## src/rtl/osd_spi_master.sv

```systemverilog
`timescale 1ns/1ps
// osd_spi_master
// SPI initiator for the OSD command channel. It takes one command at a time
// and sends a command byte, followed by line payload bytes for line writes.
// Bytes go out MSB first. SPI_SS3 stays low for the whole transaction.
//
// Ports
//   clk_sys, reset        : system clock (rising edge); async active-high reset
//   cmd_valid / cmd_ready : command handshake; cmd_ready is high only in IDLE
//   cmd_type, cmd_line    : 0 = disable 0x40, 1 = enable 0x41,
//                           2 = write line (0x20 | line), 3 = no-op
//   rd_addr / rd_data     : payload fetch port; data is due 2 cycles after
//                           the address changes
//   busy, done            : transaction in flight; end-of-transaction pulse
//   SPI_SCK/SS3/DI        : serial clock (idles low), select (active low), data
module osd_spi_master #(
  parameter int unsigned CLK_DIV    = 4,   // clk_sys cycles per SCK half-period, 1..255
  parameter int unsigned LINE_BYTES = 256  // payload bytes per line write, 1..256
) (
  input  logic       clk_sys,
  input  logic       reset,
  input  logic       cmd_valid,
  output logic       cmd_ready,
  input  logic [1:0] cmd_type,
  input  logic [2:0] cmd_line,
  output logic [7:0] rd_addr,
  input  logic [7:0] rd_data,
  output logic       busy,
  output logic       done,
  output logic       SPI_SCK,
  output logic       SPI_SS3,
  output logic       SPI_DI
);

  localparam int unsigned CNT_W = 9;
  localparam int unsigned BYTE_CNT_W = 9;

  // Last count of an SCK half-period / HOLD phase, and of the GAP phase.
  localparam logic [CNT_W-1:0] DIV_LAST = CNT_W'(CLK_DIV - 1);
  localparam logic [CNT_W-1:0] GAP_LAST = CNT_W'(2 * CLK_DIV - 1);

  // Total number of bytes in a line write: command byte plus payload.
  localparam logic [BYTE_CNT_W-1:0] WRITE_TOTAL = BYTE_CNT_W'(LINE_BYTES + 1);

  typedef enum logic [1:0] {
    S_IDLE,
    S_SHIFT,
    S_HOLD,
    S_GAP
  } state_t;

  state_t                  state_q, state_d;
  logic [CNT_W-1:0]        cnt_q, cnt_d;
  logic                    sck_q, sck_d;
  logic                    ss3_q, ss3_d;
  logic                    di_q, di_d;
  logic                    busy_q, busy_d;
  logic                    done_q, done_d;
  logic                    ready_q, ready_d;
  logic [7:0]              rd_addr_q, rd_addr_d;
  logic [7:0]              shreg_q, shreg_d;
  logic [2:0]              bit_cnt_q, bit_cnt_d;
  logic [BYTE_CNT_W-1:0]   byte_cnt_q, byte_cnt_d;
  logic [BYTE_CNT_W-1:0]   total_q, total_d;

  logic [7:0]              cmd_byte_c;
  logic [BYTE_CNT_W-1:0]   cmd_total_c;
  logic                    last_byte_c;

  // Command byte and transaction length for the offered command.
  always_comb begin
    cmd_byte_c  = 8'h00;
    cmd_total_c = BYTE_CNT_W'(1);
    case (cmd_type)
      2'd0:    cmd_byte_c = 8'h40;
      2'd1:    cmd_byte_c = 8'h41;
      2'd2: begin
        cmd_byte_c  = {5'b00100, cmd_line};
        cmd_total_c = WRITE_TOTAL;
      end
      default: cmd_byte_c = 8'h00;
    endcase
  end

  // The byte now being shifted is the final one of the transaction.
  assign last_byte_c = ((byte_cnt_q + BYTE_CNT_W'(1)) == total_q);

  // State and datapath registers.
  always_ff @(posedge clk_sys or posedge reset) begin
    if (reset) begin
      state_q    <= S_IDLE;
      cnt_q      <= '0;
      sck_q      <= 1'b0;
      ss3_q      <= 1'b1;
      di_q       <= 1'b0;
      busy_q     <= 1'b0;
      done_q     <= 1'b0;
      ready_q    <= 1'b0;
      rd_addr_q  <= '0;
      shreg_q    <= '0;
      bit_cnt_q  <= '0;
      byte_cnt_q <= '0;
      total_q    <= '0;
    end else begin
      state_q    <= state_d;
      cnt_q      <= cnt_d;
      sck_q      <= sck_d;
      ss3_q      <= ss3_d;
      di_q       <= di_d;
      busy_q     <= busy_d;
      done_q     <= done_d;
      ready_q    <= ready_d;
      rd_addr_q  <= rd_addr_d;
      shreg_q    <= shreg_d;
      bit_cnt_q  <= bit_cnt_d;
      byte_cnt_q <= byte_cnt_d;
      total_q    <= total_d;
    end
  end

  // Next-state and next-output logic.
  always_comb begin
    state_d    = state_q;
    cnt_d      = cnt_q;
    sck_d      = sck_q;
    ss3_d      = ss3_q;
    di_d       = di_q;
    busy_d     = busy_q;
    done_d     = 1'b0;
    ready_d    = ready_q;
    rd_addr_d  = rd_addr_q;
    shreg_d    = shreg_q;
    bit_cnt_d  = bit_cnt_q;
    byte_cnt_d = byte_cnt_q;
    total_d    = total_q;

    case (state_q)
      S_IDLE: begin
        ready_d = 1'b1;
        busy_d  = 1'b0;
        sck_d   = 1'b0;
        ss3_d   = 1'b1;
        di_d    = 1'b0;
        cnt_d   = '0;
        // ready_q gates acceptance so the first cycle after reset is ignored.
        if (cmd_valid && ready_q) begin
          if (cmd_type == 2'd3) begin
            done_d = 1'b1;
          end else begin
            state_d    = S_SHIFT;
            ready_d    = 1'b0;
            busy_d     = 1'b1;
            ss3_d      = 1'b0;
            shreg_d    = cmd_byte_c;
            di_d       = cmd_byte_c[7];
            bit_cnt_d  = 3'd7;
            byte_cnt_d = '0;
            total_d    = cmd_total_c;
            rd_addr_d  = '0;
          end
        end
      end

      S_SHIFT: begin
        if (cnt_q == DIV_LAST) begin
          cnt_d = '0;
          if (!sck_q) begin
            sck_d = 1'b1;
          end else begin
            // Falling edge: DI only moves here, while SCK is low.
            sck_d = 1'b0;
            if (bit_cnt_q != 3'd0) begin
              shreg_d   = {shreg_q[6:0], 1'b0};
              di_d      = shreg_q[6];
              bit_cnt_d = bit_cnt_q - 3'd1;
            end else if (last_byte_c) begin
              state_d = S_HOLD;
              di_d    = 1'b0;
            end else begin
              // Next payload byte follows with no SCK gap.
              shreg_d    = rd_data;
              di_d       = rd_data[7];
              rd_addr_d  = rd_addr_q + 8'd1;
              byte_cnt_d = byte_cnt_q + BYTE_CNT_W'(1);
              bit_cnt_d  = 3'd7;
            end
          end
        end else begin
          cnt_d = cnt_q + CNT_W'(1);
        end
      end

      S_HOLD: begin
        if (cnt_q == DIV_LAST) begin
          cnt_d   = '0;
          ss3_d   = 1'b1;
          done_d  = 1'b1;
          state_d = S_GAP;
        end else begin
          cnt_d = cnt_q + CNT_W'(1);
        end
      end

      S_GAP: begin
        // Select stays high long enough for the receiver to resynchronise.
        if (cnt_q == GAP_LAST) begin
          cnt_d   = '0;
          busy_d  = 1'b0;
          ready_d = 1'b1;
          state_d = S_IDLE;
        end else begin
          cnt_d = cnt_q + CNT_W'(1);
        end
      end

      default: begin
        state_d = S_IDLE;
      end
    endcase
  end

  assign cmd_ready = ready_q;
  assign busy      = busy_q;
  assign done      = done_q;
  assign rd_addr   = rd_addr_q;
  assign SPI_SCK   = sck_q;
  assign SPI_SS3   = ss3_q;
  assign SPI_DI    = di_q;

endmodule

```

## config.mk

```make
export PLATFORM = sky130hd
export DESIGN_NAME = osd_spi_master
export DESIGN_NICKNAME = d
export VERILOG_FILES = /design/src/rtl/osd_spi_master.sv
export SDC_FILE = /design/constraint.sdc
export NUM_CORES = 1
export LEC_CHECK = 0
export ABC_AREA = 1
export BUFFER_PORTS_ARGS = -buffer_cell sky130_fd_sc_hd__buf_4
export CAP_MARGIN = 30
export CELL_PAD_IN_SITES_DETAIL_PLACEMENT = 0
export CELL_PAD_IN_SITES_GLOBAL_PLACEMENT = 1
export CORE_ASPECT_RATIO = 1.75
export CORE_UTILIZATION = 48
export CTS_BUF_LIST = sky130_fd_sc_hd__clkbuf_4 sky130_fd_sc_hd__clkbuf_8
export DETAILED_ROUTE_END_ITERATION = 7
export GPL_ROUTABILITY_DRIVEN = 0
export PLACE_DENSITY_LB_ADDON = 0.1
export SYNTH_ARGS = -nofsm -noshare
export SYNTH_HDL_FRONTEND = slang
export SYNTH_SLANG_ARGS = --single-unit
export TNS_END_PERCENT = 1
```

## constraint.sdc

```tcl
create_clock -name clk_sys -period 4.6 [get_ports clk_sys]
set_input_delay 0.23 -clock clk_sys [delete_from_list [all_inputs] [get_ports clk_sys]]
set_output_delay 0.23 -clock clk_sys [all_outputs]
set_load 0.1 [all_outputs]
```

### Word-level counts from Yosys, hierarchy flattened

Index checks and enable logic that the tools add are counted.
Widths: inputs -> output; s select.

| cells by class | value |
|---|---|
| divide/modulo/power cells | 0 |
| mux-type cells | 65 |
| order comparisons | 0 |
| equality and inequality tests | 19 |
| multipliers | 0 |
| $add $sub $neg | 4 |
| shift-type cells | 0 |
| reductions and logical operators | 16 |
| bitwise operators | 1 |

Operator list:

| operator | number |
|---|---|
| $mux 9 | 9 |
| $mux 8 | 6 |
| $mux 7 | 6 |
| $pmux 9 s3 | 1 |
| $pmux 7 s3 | 1 |
| $add 9x1->9 const B | 2 |
| $mux 3 | 6 |
| $ne 2x2->1 const B | 9 |
| $pmux 9 s2 | 1 |
| $mux 1 | 17 |
| $mux 2 | 8 |
| $pmux 8 s2 | 1 |
| $pmux 7 s2 | 1 |
| $pmux 1 s2 | 6 |
| $eq 9x2->1 const B | 1 |
| $eq 9x3->1 const B | 1 |
| $eq 9x9->1 | 1 |
| $add 8x1->8 const B | 1 |
| $eq 2x2->1 const B | 4 |
| $pmux 2 s4 | 1 |
| $reduce_and 8->1 | 1 |
| $reduce_and 7->1 | 1 |
| $pmux 3 s2 | 1 |
| $reduce_and 2->1 | 3 |
| other kinds (11) | 16 |

| storage, ports and cells | value |
|---|---|
| bits in latches | 0 |
| bits in read-only memories | 0 |
| memories | 0 |
| input port bits | 16 |
| register bits | 53 |
| memory bits (writable) | 0 |

### Logic depth before layout (Yosys ltp)

Gate-level depths: netlist of run 1.

| logic depth | value |
|---|---|
| depth after elaboration | 7 |
| depth in mapped cells | 14 |

### Least setup slack after synthesis of run 1

Ideal clock, no wire load.

| timing path | value |
|---|---|
| kind | reg2reg |
| start | register ready_q, in the netlist cmd_ready |
| end | register rd_addr_q[2], in the netlist rd_addr[2] |
| period minus slack after synthesis | 2302 ps |
| data arrival time | 2180 ps |
| buffers on the path | 1 |
| stages on the path, launching flop included | 9 |
| path slack | 2298 ps |
| setup time | 123 ps |
| cells stage by stage | dfrtp_1 nand2_1 nor2_1 nor2_1 nor3_4 nand3_4 buf_6 nand2_1 nand2_1 |

| on the way | value |
|---|---|
| cells in the longest elaborated chain, start to end | 3 |

Ends and longest elaborated chain:

| what | line | RTL |
|---|---|---|
| from (decl) | 59 | `logic ready_q, ready_d;` |
| from (signal assigned) | 112 | `ready_q <= ready_d;` |
| $logic_and 1x1->1 | 146 | `if (cmd_valid && ready_q) begin` |
| $ne 2x2->1 (no line) | -- |  |
| $reduce_and 7->1 (no line) | -- |  |
| to (signal assigned) | 113 | `rd_addr_q <= rd_addr_d;` |
| to (decl) | 60 | `logic [7:0] rd_addr_q, rd_addr_d;` |

No other way between the ends.
A chain may end at the register's enable or synchronous reset.

### Worst setup path in the final report of run 1

| timing path | value |
|---|---|
| start | register state_q[1] |
| end | register bit_cnt_q[2] |

| on the way | value |
|---|---|
| cells in the longest elaborated chain, start to end | 3 |
| elaborated cells on any way between the ends | 10 |

Ends and longest elaborated chain:

| what | line | RTL |
|---|---|---|
| from (decl) | 52 | `state_t state_q, state_d;` |
| from (signal assigned) | 105 | `state_q <= state_d;` |
| $eq 2x1->1 / $logic_not 2->1 (equally long branches) | 137 | `case (state_q)` |
| $ne 3x3->1 (no line), or another cell as far along | -- |  |
| $reduce_and 6->1 (no line) | -- |  |
| to (signal assigned) | 115 | `bit_cnt_q <= bit_cnt_d;` |
| to (decl) | 62 | `logic [2:0] bit_cnt_q, bit_cnt_d;` |

Several ways; a longest one is shown, not always the timed one.

==> results.yml, run 1 <==
status:
  status: "complete, no violations"
critical_path:
  cp_max_fo: 18
  startpoint_type: "flop"
  reg2reg_depth: 8
  r2r_end: "bit_cnt_q[2]"
  r2r_start: "state_q[1]"
  endpoint: "bit_cnt_q[2]"
  end_kind: "flop"
  worstPathRequired_ns: 4.85
  critPathLaunch: "state_q[1]"
  path_class: "reg -> reg"
  crit_arrival_ns: 3.44
  reg2reg_slack_ns: 1.41
detailed_routing:
  finalWirelength_um: 6210
  vias_per_cell: 5.16
  first_pass_iters: 4
  vias: 2491
  ant_nets: 0
  drc: 0
  drt_iter0_markers: 167
  wl_per_cell_um: 12.9
flow_run:
  max_cap_viol_count: 0
power_and_ir_drop:
  p_clk_share_pct: 15.9
  switchingPower_mw: 0.967
  p_int_mw: 0.938
  pwr-share-comb_pct: 54.2
  seqPwrFrac_pct: 30.0
  p_leak_nw: 1.67
  ir_worst_vdd_uv: 378
  power_density_mw_per_mm2: 596
  swShare_pct: 50.8
floorplanning:
  ioPinCount: 30
  rows: 36
  start_util_pct: 50.2
  die-area_mm2: 0.00621
  coreArea_mm2: 0.00563
  chipHeight_um: 103
  die_w_um: 60.0
clocking:
  cts_buffer_depth: 2
  clk_pin_slew_ns: 0.09
  cts_buffers: 5
  cts.sinks: 46
  clkLatencyLatePin_ns: 0.30
  cts_root_buf: "clkbuf_8"
  cts_tree: "done"
  htree_levels: 2
  postCtsResizedCells: 0
global_route:
  use_met2_pct: 40.5
  grtUsageMet1_pct: 26.2
  antenna_found_initial: 0
  grtUsageTotal_pct: 22.4
  grt_pass1_vias: 2426
  grt_first_pass_wirelength_um: 10600
  grt_overflow_total: 0
  grt_max_degree: 36
  top_usage_layer: "met2"
  use_met3_pct: 2.36
yosys:
  yosysUniqueCellTypes: 42
  yosys_register_bits: 46
  ys_warn_count: 0
  synth.cell_area_mm2: 0.00282
  postSynthAreaPerCell_um2: 7.49
  syn_nets: 403
  ys_seq_area_share_pct: 40.8
  synth_cells: 377
placement:
  dpl-instance-area_mm2: 0.00308
  dp_hpwl_um: 4480
  pre_cts_ws_ns: 1.41
  io_buffers: 29
timing:
  finalCriticalPeriod_ns: 3.19
  fin_skew_ns: 0.0115
  setup_viol: 0
  final_hold_viol_count: 0
  fin_tns_setup_ns: 0
  slew_headroom_pct: 40.0
  tightest_slew_ns: 0.897
  rsz0062_at_grt: "false"
  final_max_slew_viol_count: 0
  worst_slack_ns: 1.41
  timing.fmax_mhz: 313
  period_share_pct: 69.4
min_path:
  hold_class: "in -> reg"
finish:
  final_layout_size_suffix_gt1_share_pct: 14.0
  fillers: 562
  diodes: 0
  finish.net_count: 432
  design_area_mm2: 0.00320
  area_growth_pct: 13.2
[layout make-up]
class | instances | area (um^2) | share of cell area (%)
inverter | 44 | 165 | 5.16
clock inverter | 3 | 40.0 | 1.25
multi-input combinational | 278 | 1430 | 44.7
timing repair buffer | 31 | 248 | 7.75
tap | 76 | 95.1 | 2.97
clock buffer | 5 | 68.8 | 2.15
sequential | 46 | 1150 | 36.0
[repair_timing]
action                                  CTS  global route
endpoints found under the setup margin    0             0
hold buffers                              1             0
endpoints found under the hold margin    11             0
buffers inserted                          0             0
[critical path, cell delays in order, from the launching register on]
cell and delay (ns):
dfrtp_1 0.41, inv_1 0.12, ha_1 0.54, clkinv_1 0.65, nor2_2 0.52, nand3_1 0.46
nand2_4 0.30, nand2_1 0.08, nand2_1 0.06
[how the worst min path moves through the flow]
stage / cells past startpoint / slack [ns] / startpoint / endpoint
floorplan: 2 / 0.39 / cmd_type[1] / done
detailed placement: 2 / 0.19 / reset / cnt_q[7]
CTS: 5 / 0.22 / cmd_line[2] / shreg_q[2]
finish: 5 / 0.22 / cmd_line[2] / shreg_q[2]
global placement: 2 / 0.45 / total_q[0] / total_q[0]
global route: 4 / 0.26 / rd_data[4] / shreg_q[4]
[cell usage in the layout, fill, tap and decap left out, types with 2 or more instances in the layout]
cell / instances
nand3b_1: 2
buf_4: 29
clkbuf_8: 5
nand2_4: 2
nand4_1: 20
inv_2: 4
nor3_1: 7
ha_1: 10
clkinv_2: 2
nand2_2: 2
nand3_1: 25
nor2_2: 2
inv_1: 39
nand2_1: 124
o21ai_0: 3
a21oi_1: 9
o21bai_1: 2
o22ai_1: 2
nor2_1: 41
xnor2_1: 3
xor2_1: 4
nor3b_1: 2
dfrtp_1: 45
o31ai_1: 2
a22o_1: 2
or2_2: 3
[cells in the mapped netlist]
cell,number,area share [%]
buf_6,3,1.2
nand3_4,1,0.62
clkinv_1,1,0.13
nand2_1,124,16
buf_2,2,0.35
xor2_1,4,1.2
nor3_1,7,1.2
a221o_1,1,0.35
dlygate4sd1_1,1,0.31
or2_2,3,0.66
nor3b_1,2,0.53
clkbuf_1,1,0.13
nand4_4,1,0.75
nor2_2,2,0.44
o22a_1,1,0.31
o21bai_1,2,0.53
nor3_4,1,0.58
dfrtp_1,45,40
nand3_1,25,4.4
nor3_2,1,0.35
nand2_2,2,0.44
ha_1,10,4.4
o31ai_1,2,0.53
a22oi_1,1,0.27
nand2_4,2,0.80
o22ai_1,2,0.44
a21oi_1,9,1.6
inv_1,40,5.3
o21ai_2,1,0.31
o311ai_0,1,0.31
a22o_1,2,0.62
o21ai_0,3,0.53
clkbuf_8,1,0.49
and3_1,1,0.22
nand4_1,20,4.4
buf_4,1,0.27
a31oi_1,1,0.22
inv_2,3,0.40
xnor2_1,3,0.93
nand3b_1,2,0.53
dfstp_2,1,0.93
nor2_1,41,5.4
[flip-flops by register name, summed over array words and instances (netlist names)]
register,flops
byte_cnt_q,9
cnt_q,9
rd_addr,8
shreg_q,7
bit_cnt_q,3
state_q,2
total_q,2
SPI_DI,1
SPI_SCK,1
SPI_SS3,1
busy,1
cmd_ready,1
done,1
[metrics by stage]
stage | util (%) | hold slack (ns) | cells | total power, mW
after CTS | 56.8 | 0.216 | 483 | 1.92
after global routing | 56.8 | 0.260 | 483 | 2.05
final | 56.8 | 0.219 | 483 | 1.91
after floorplan | - | 0.386 | 377 | 1.41
after detailed placement | 54.7 | 0.195 | 474 | 1.62
after global placement | 54.3 | 0.449 | 473 | 1.60
[per-layer routing]
layer | up-vias | share of wire, %
met5 | - | 0
met3 | 14 | 2.2
li1 | 1279 | -
met2 | 40 | 53
met1 | 1158 | 43
met4 | 0 | 2.6
[logic make-up (layout without fill, tap and decap cells)]
group                      after synthesis  in the layout  synth area share (%)
AOI/OAI and AO/OA                       26             26                  6.03
and+or+nand+nor                        235            235                  38.0
xor gates and xnor gates                 7              7                  2.17
DFF                                     46             46                  40.8
adders and majority gates               10             10                  4.43
buffers and inverters                   53             83                  8.60
[power by group through the flow]
| stage | Clock [mW] | Combinational, mW | Sequential, mW |
|---|---|---|---|
| floorplan | 0 | 0.685 | 0.729 |
| global placement | 0 | 1.02 | 0.577 |
| detailed placement | 0 | 1.04 | 0.579 |
| CTS | 0.311 | 1.04 | 0.571 |
| global route | 0.322 | 1.15 | 0.584 |
| finish | 0.303 | 1.03 | 0.571 |
No activity file was read; power rests on OpenSTA's default activity.
==> run 2: changes to the inputs <==
--- a/config.mk
+++ b/config.mk
@@ -5,13 +5,13 @@
 export SDC_FILE = /design/constraint.sdc
 export NUM_CORES = 1
 export LEC_CHECK = 0
-export ABC_AREA = 1
+export ABC_AREA = 0
 export BUFFER_PORTS_ARGS = -buffer_cell sky130_fd_sc_hd__buf_4
 export CAP_MARGIN = 30
 export CELL_PAD_IN_SITES_DETAIL_PLACEMENT = 0
 export CELL_PAD_IN_SITES_GLOBAL_PLACEMENT = 1
 export CORE_ASPECT_RATIO = 1.75
-export CORE_UTILIZATION = 48
+export CORE_UTILIZATION = 43
 export CTS_BUF_LIST = sky130_fd_sc_hd__clkbuf_4 sky130_fd_sc_hd__clkbuf_8
 export DETAILED_ROUTE_END_ITERATION = 7
 export GPL_ROUTABILITY_DRIVEN = 0
==> constraint.sdc (replaced) <==
create_clock -name clk_sys -period 2.8 [get_ports clk_sys]
set_input_delay 0.14 -clock clk_sys [delete_from_list [all_inputs] [get_ports clk_sys]]
set_output_delay 0.14 -clock clk_sys [all_outputs]
set_load 0.1 [all_outputs]
==> run 2 against run 1 <==
Core utilization down 6.9 points. Sequential power up 87%. Count of clock-buffer cells in the layout unchanged. Routed wire length up 31%. First-iteration DRC count down 6.0%. Sequential share of layout area down 3.9 points. Die area up 24%. Fmax up 29%. Non-clock buffer count up 13.
==> results.yml, run 2 <==
clocking:
  hold_buffers: 1
  cts.sinks: 46
  cts_buffer_depth: 2
  clk_pin_slew_ns: 0.09
  htree_levels: 2
  cts_buffers: 5
  clkLatencyLatePin_ns: 0.32
  cts_root_buf: "clkbuf_8"
  cts_setup_buffers: 0
  postCtsResizedCells: 0
  cts_tree: "done"
finish:
  finish.net_count: 399
  mostFrequentLayoutCells: "dfrtp_1 (45), buf_4 (43), nand2_1 (37)"
  register_area_mm2: 0.00115
  utilization_pct: 49.9
  design_area_mm2: 0.00359
  layout_commonest_cell: "dfrtp_1"
  diodes: 0
  fillers: 718
  final_layout_size_suffix_gt1_share_pct: 17.6
  multi_input_area_mm2: 0.00182
  area_growth_pct: 13.5
timing:
  fin_tns_setup_ns: 0
  rsz0062_at_grt: "false"
  slew_headroom_pct: 55.4
  setup_viol: 0
  timing.fmax_mhz: 404
  tightest_slew_ns: 0.669
  period_share_pct: 88.4
  fin_skew_ns: 0.00437
  final_hold_viol_count: 0
  finalCriticalPeriod_ns: 2.48
  final_max_slew_viol_count: 0
critical_path:
  reg2reg_slack_ns: 0.32
  end_kind: "flop"
  crit_arrival_ns: 2.69
  startpoint_type: "flop"
  worstPathRequired_ns: 3.02
  r2r_end: "shreg_q[1]"
  path_class: "reg -> reg"
  r2r_start: "byte_cnt_q[0]"
  critPathLaunch: "byte_cnt_q[0]"
  reg2reg_depth: 7
  cp_max_fo: 25
global_route:
  grt_overflow_total: 0
  antenna_found_initial: 0
  grt_max_degree: 34
  grtUsageTotal_pct: 23.3
  grt_pass1_vias: 2725
  grt_first_pass_wirelength_um: 13400
min_path:
  hold_depth: 3
  min_from: "rd_data[7]"
  hold_class: "in -> reg"
  hold_end: "SPI_DI"
yosys:
  syn_nets: 372
  yosys_register_bits: 46
  yosys-top-cells-count: "dfrtp_1 (45), nand2_1 (37), nor2_1 (26), inv_1 (17), mux2i_1 (16)"
  yosysTopAreaCell: "dfrtp_1"
  synth.cell_area_mm2: 0.00316
  synth_cells: 346
  async_reset_ff_share_pct: 100
  synth_edf_count: 0
  netlist.area_leader.share_pct: 35.6
  synthTopCellsByArea: "dfrtp_1 (36%), mux2i_1 (5.1%), nand2_1 (4.4%), ha_1 (4.0%), nor2_1 (3.1%)"
  postSynthAreaPerCell_um2: 9.13
  ys_seq_area_share_pct: 36.5
  yosysUniqueCellTypes: 65
  ys_warn_count: 0
  synth.most_common_cell: "dfrtp_1"
  synth-main-ff-cell: "dfrtp_1"
placement:
  dp_hpwl_um: 5900
  dpl-instance-area_mm2: 0.00346
  io_buffers: 29
detailed_routing:
  vias: 2742
  drt_iter0_markers: 157
  first_pass_iters: 4
  wl_per_cell_um: 17.7
  vias_per_cell: 5.96
  ant_nets: 0
  drc: 0
  finalWirelength_um: 8130
floorplanning:
  ioPinCount: 30
  chipHeight_um: 115
  die-area_mm2: 0.00771
  coreArea_mm2: 0.00718
  start_util_pct: 44.0
  die_w_um: 66.8
  rows: 41
power_and_ir_drop:
  p_leak_nw: 1.60
  power_density_mw_per_mm2: 1130
  ir_worst_vdd_uv: 566
  power.total_mw: 4.07
status:
  status: "complete, no violations"
flow_run:
  max_cap_viol_count: 0
## run 2: cells by family (layout without fill, tap and decap cells)
logic type / Yosys count / in the layout / synth area share, %
compound gates: 84 / 84 / 20.9
mux: 16 / 16 / 5.07
simple gates: 138 / 138 / 24.5
fa+ha+maj: 10 / 10 / 3.96
xor+xnor: 11 / 11 / 3.05
buf+inv: 41 / 69 / 6.02
flops: 46 / 46 / 36.5
## run 2: where the power goes
part	internal (mW)	switching (mW)	total (mW)
Combinational	0.795	1.68	2.47
Clock	0.266	0.260	0.526
Sequential	0.872	0.203	1.07
## run 2: worst max-delay path by stage
stage                       to  depth (start not counted)
global route        shreg_q[2]                          7
detailed placement  shreg_q[2]                          7
floorplan           state_q[0]                          4
finish              shreg_q[1]                          7
global placement    shreg_q[6]                          7
CTS                 shreg_q[2]                          7
## run 2: area by class of cell
class | count | share of cell area [%]
multi-input cells | 259 | 50.6
flip-flops and latches | 46 | 32.1
repair buffers | 44 | 9.28
well taps | 86 | 3.00
clock buffers | 5 | 1.92
inverters | 17 | 1.78
clock inverters | 3 | 1.26
## run 2: worst max-delay path, cell delays in order (launching register included)
cell      delay, ns
dfrtp_1        0.39
ha_1           0.30
and3_1         0.23
nor3b_1        0.39
a211oi_4       0.12
buf_4          0.24
or4_1          0.52
and3_1         0.17
## run 2: layer usage
layer | track usage (%) | vias up | wire (um)
met5 | 0 | - | 0
met4 | 7.94 | 0 | 125
met3 | 3.08 | 8 | 233
met2 | 41.9 | 61 | 4420
met1 | 27.5 | 1337 | 3350
li1 | - | 1336 | -
## run 2: per-stage QoR
step | worst slack, ns | hold slack, ns | cells
after floorplan | 0.439 | 0.315 | 346
after CTS | 0.329 | 0.113 | 460
after global placement | 0.386 | 0.117 | 451
after global routing | 0.149 | 0.137 | 460
final | 0.325 | 0.111 | 460
after detailed placement | 0.363 | 0.123 | 451
==> run 3: changes to the inputs <==
--- a/config.mk
+++ b/config.mk
@@ -11,11 +11,12 @@
 export CELL_PAD_IN_SITES_DETAIL_PLACEMENT = 0
 export CELL_PAD_IN_SITES_GLOBAL_PLACEMENT = 1
 export CORE_ASPECT_RATIO = 1.75
-export CORE_UTILIZATION = 43
+export CORE_UTILIZATION = 47
 export CTS_BUF_LIST = sky130_fd_sc_hd__clkbuf_4 sky130_fd_sc_hd__clkbuf_8
 export DETAILED_ROUTE_END_ITERATION = 7
 export GPL_ROUTABILITY_DRIVEN = 0
 export PLACE_DENSITY_LB_ADDON = 0.1
+export SETUP_SLACK_MARGIN = 0.15
 export SYNTH_ARGS = -nofsm -noshare
 export SYNTH_HDL_FRONTEND = slang
 export SYNTH_SLANG_ARGS = --single-unit
==> constraint.sdc (replaced) <==
create_clock -name clk_sys -period 2.5 [get_ports clk_sys]
set_input_delay 0.125 -clock clk_sys [delete_from_list [all_inputs] [get_ports clk_sys]]
set_output_delay 0.125 -clock clk_sys [all_outputs]
set_load 0.1 [all_outputs]
==> run 3 against run 2 <==
Combinational power increased by 30%. Sequential share of layout area down 1.8 points. Clock skew grew 0.0070 ns. Via count up 3.2%. Final area is 6.4% higher. Routed wire length is 1.7% higher. Fmax up 9.4%. First-iteration DRC count up 18%. Sequential power grew 13%. Flip-flop and latch count stayed put. Core utilization increased by 8.9 points. Largest cell class unchanged. Highest routed layer unchanged.
==> results.yml, run 3 (synthesis results as in run 2) <==
critical_path:
  startpoint_type: "flop"
  worstPathRequired_ns: 2.71
  critPathLaunch: "byte_cnt_q[4]"
  crit_arrival_ns: 2.47
  path_class: "reg -> reg"
  end_kind: "flop"
  reg2reg_slack_ns: 0.24
  r2r_start: "byte_cnt_q[4]"
  cp_max_fo: 15
finish:
  layout_commonest_cell: "buf_4"
  finish.net_count: 415
  area_growth_pct: 20.8
  fillers: 615
  mostFrequentLayoutCells: "buf_4 (58), dfrtp_1 (42), nand2_1 (37)"
  diodes: 0
  utilization_pct: 58.8
  final_layout_size_suffix_gt1_share_pct: 24.9
detailed_routing:
  drt_iter0_markers: 185
  wl_per_cell_um: 17.5
  vias_per_cell: 5.99
  vias: 2829
  drc: 0
  ant_nets: 0
  finalWirelength_um: 8260
  first_pass_iters: 4
global_route:
  grt_first_pass_wirelength_um: 14100
  antenna_found_initial: 0
  grt_overflow_total: 0
  grt_max_degree: 30
  grtUsageTotal_pct: 25.8
  grt_pass1_vias: 2813
floorplanning:
  coreArea_mm2: 0.00649
  rows: 39
  die-area_mm2: 0.00707
  start_util_pct: 48.7
  ioPinCount: 30
  chipHeight_um: 110
  die_w_um: 64.0
timing:
  finalCriticalPeriod_ns: 2.26
  tightest_slew_ns: 0.645
  rsz0062_at_grt: "true"
  period_share_pct: 90.5
  slew_headroom_pct: 56.9
  final_hold_viol_count: 0
  fin_skew_ns: 0.0114
  timing.fmax_mhz: 442
  fin_tns_setup_ns: 0
  final_max_slew_viol_count: 0
  whs_ns: 0.0945
  setup_viol: 0
placement:
  dp_hpwl_um: 6090
  io_buffers: 29
min_path:
  min_from: "rd_data[7]"
  hold_class: "in -> reg"
power_and_ir_drop:
  ir_worst_vdd_uv: 786
  p_leak_nw: 1.72
  power_density_mw_per_mm2: 1300
clocking:
  htree_levels: 2
  clk_pin_slew_ns: 0.10
  cts_buffers: 5
  cts.sinks: 46
  clkLatencyLatePin_ns: 0.32
  cts_tree: "done"
  cts_buffer_depth: 2
  cts_root_buf: "clkbuf_8"
flow_run:
  max_cap_viol_count: 0
status:
  status: "complete, no violations"
[run 3: path summary, 6_finish.rpt]
path / to / cells after the start
hold reg to reg: cnt_q[0] / 1
max in group asynchronous: byte_cnt_q[2] / 4
hold / removal: SPI_DI / 3
setup / recovery: shreg_q[1] / 6
min in group asynchronous: busy / 3
setup reg to reg: shreg_q[1] / 6
[run 3: where the power goes]
part	switching [mW]	leakage (nW)	internal, mW
registers	0.227	0.578	0.979
logic	2.02	1.09	1.18
clock network	0.279	0.0579	0.295
[run 3: per-layer routing]
layer | wire length [um] | GRT usage, % | vias to the layer above
li1 | - | - | 1373
met1 | 3420 | 30.9 | 1400
met2 | 4500 | 45.1 | 50
met3 | 241 | 4.34 | 6
met4 | 108 | 8.94 | 0
met5 | 0 | 0 | -
[run 3: layout make-up]
type	instances	area (um^2)	area share, %
well taps	82	103	2.69
flip-flops and latches	46	1160	30.3
inverters	17	63.8	1.67
clock inverters	3	40.0	1.05
multi-input cells	259	1920	50.3
clock buffers	5	68.8	1.80
repair buffers	60	465	12.2
[run 3: what timing repair did]
action,4_1_cts,5_1_grt
hold buffers,1,0
pin swaps,0,1
buffers inserted,0,2
endpoints found under the hold margin,27,0
setup endpoints to repair,7,19
resized for setup,2,17
[run 3: through the flow]
step / instances / setup WS [ns] / cell area, um^2 / power, mW
after floorplan: 346 / 0.253 / 3160 / 3.25
after detailed placement: 461 / 0.144 / 3580 / 4.22
after global placement: 461 / 0.215 / 3580 / 4.21
after global routing: 472 / 0.124 / 3820 / 5.33
final: 472 / 0.237 / 3820 / 4.97
after CTS: 470 / 0.157 / 3710 / 4.84
[run 3: critical path: stages (launching register included)]
cell and delay [ns]:
dfrtp_1 0.51, nand4_1 0.26, nor4_4 0.42, a211oi_4 0.07, buf_4 0.21, or4_1 0.50
and3_1 0.17
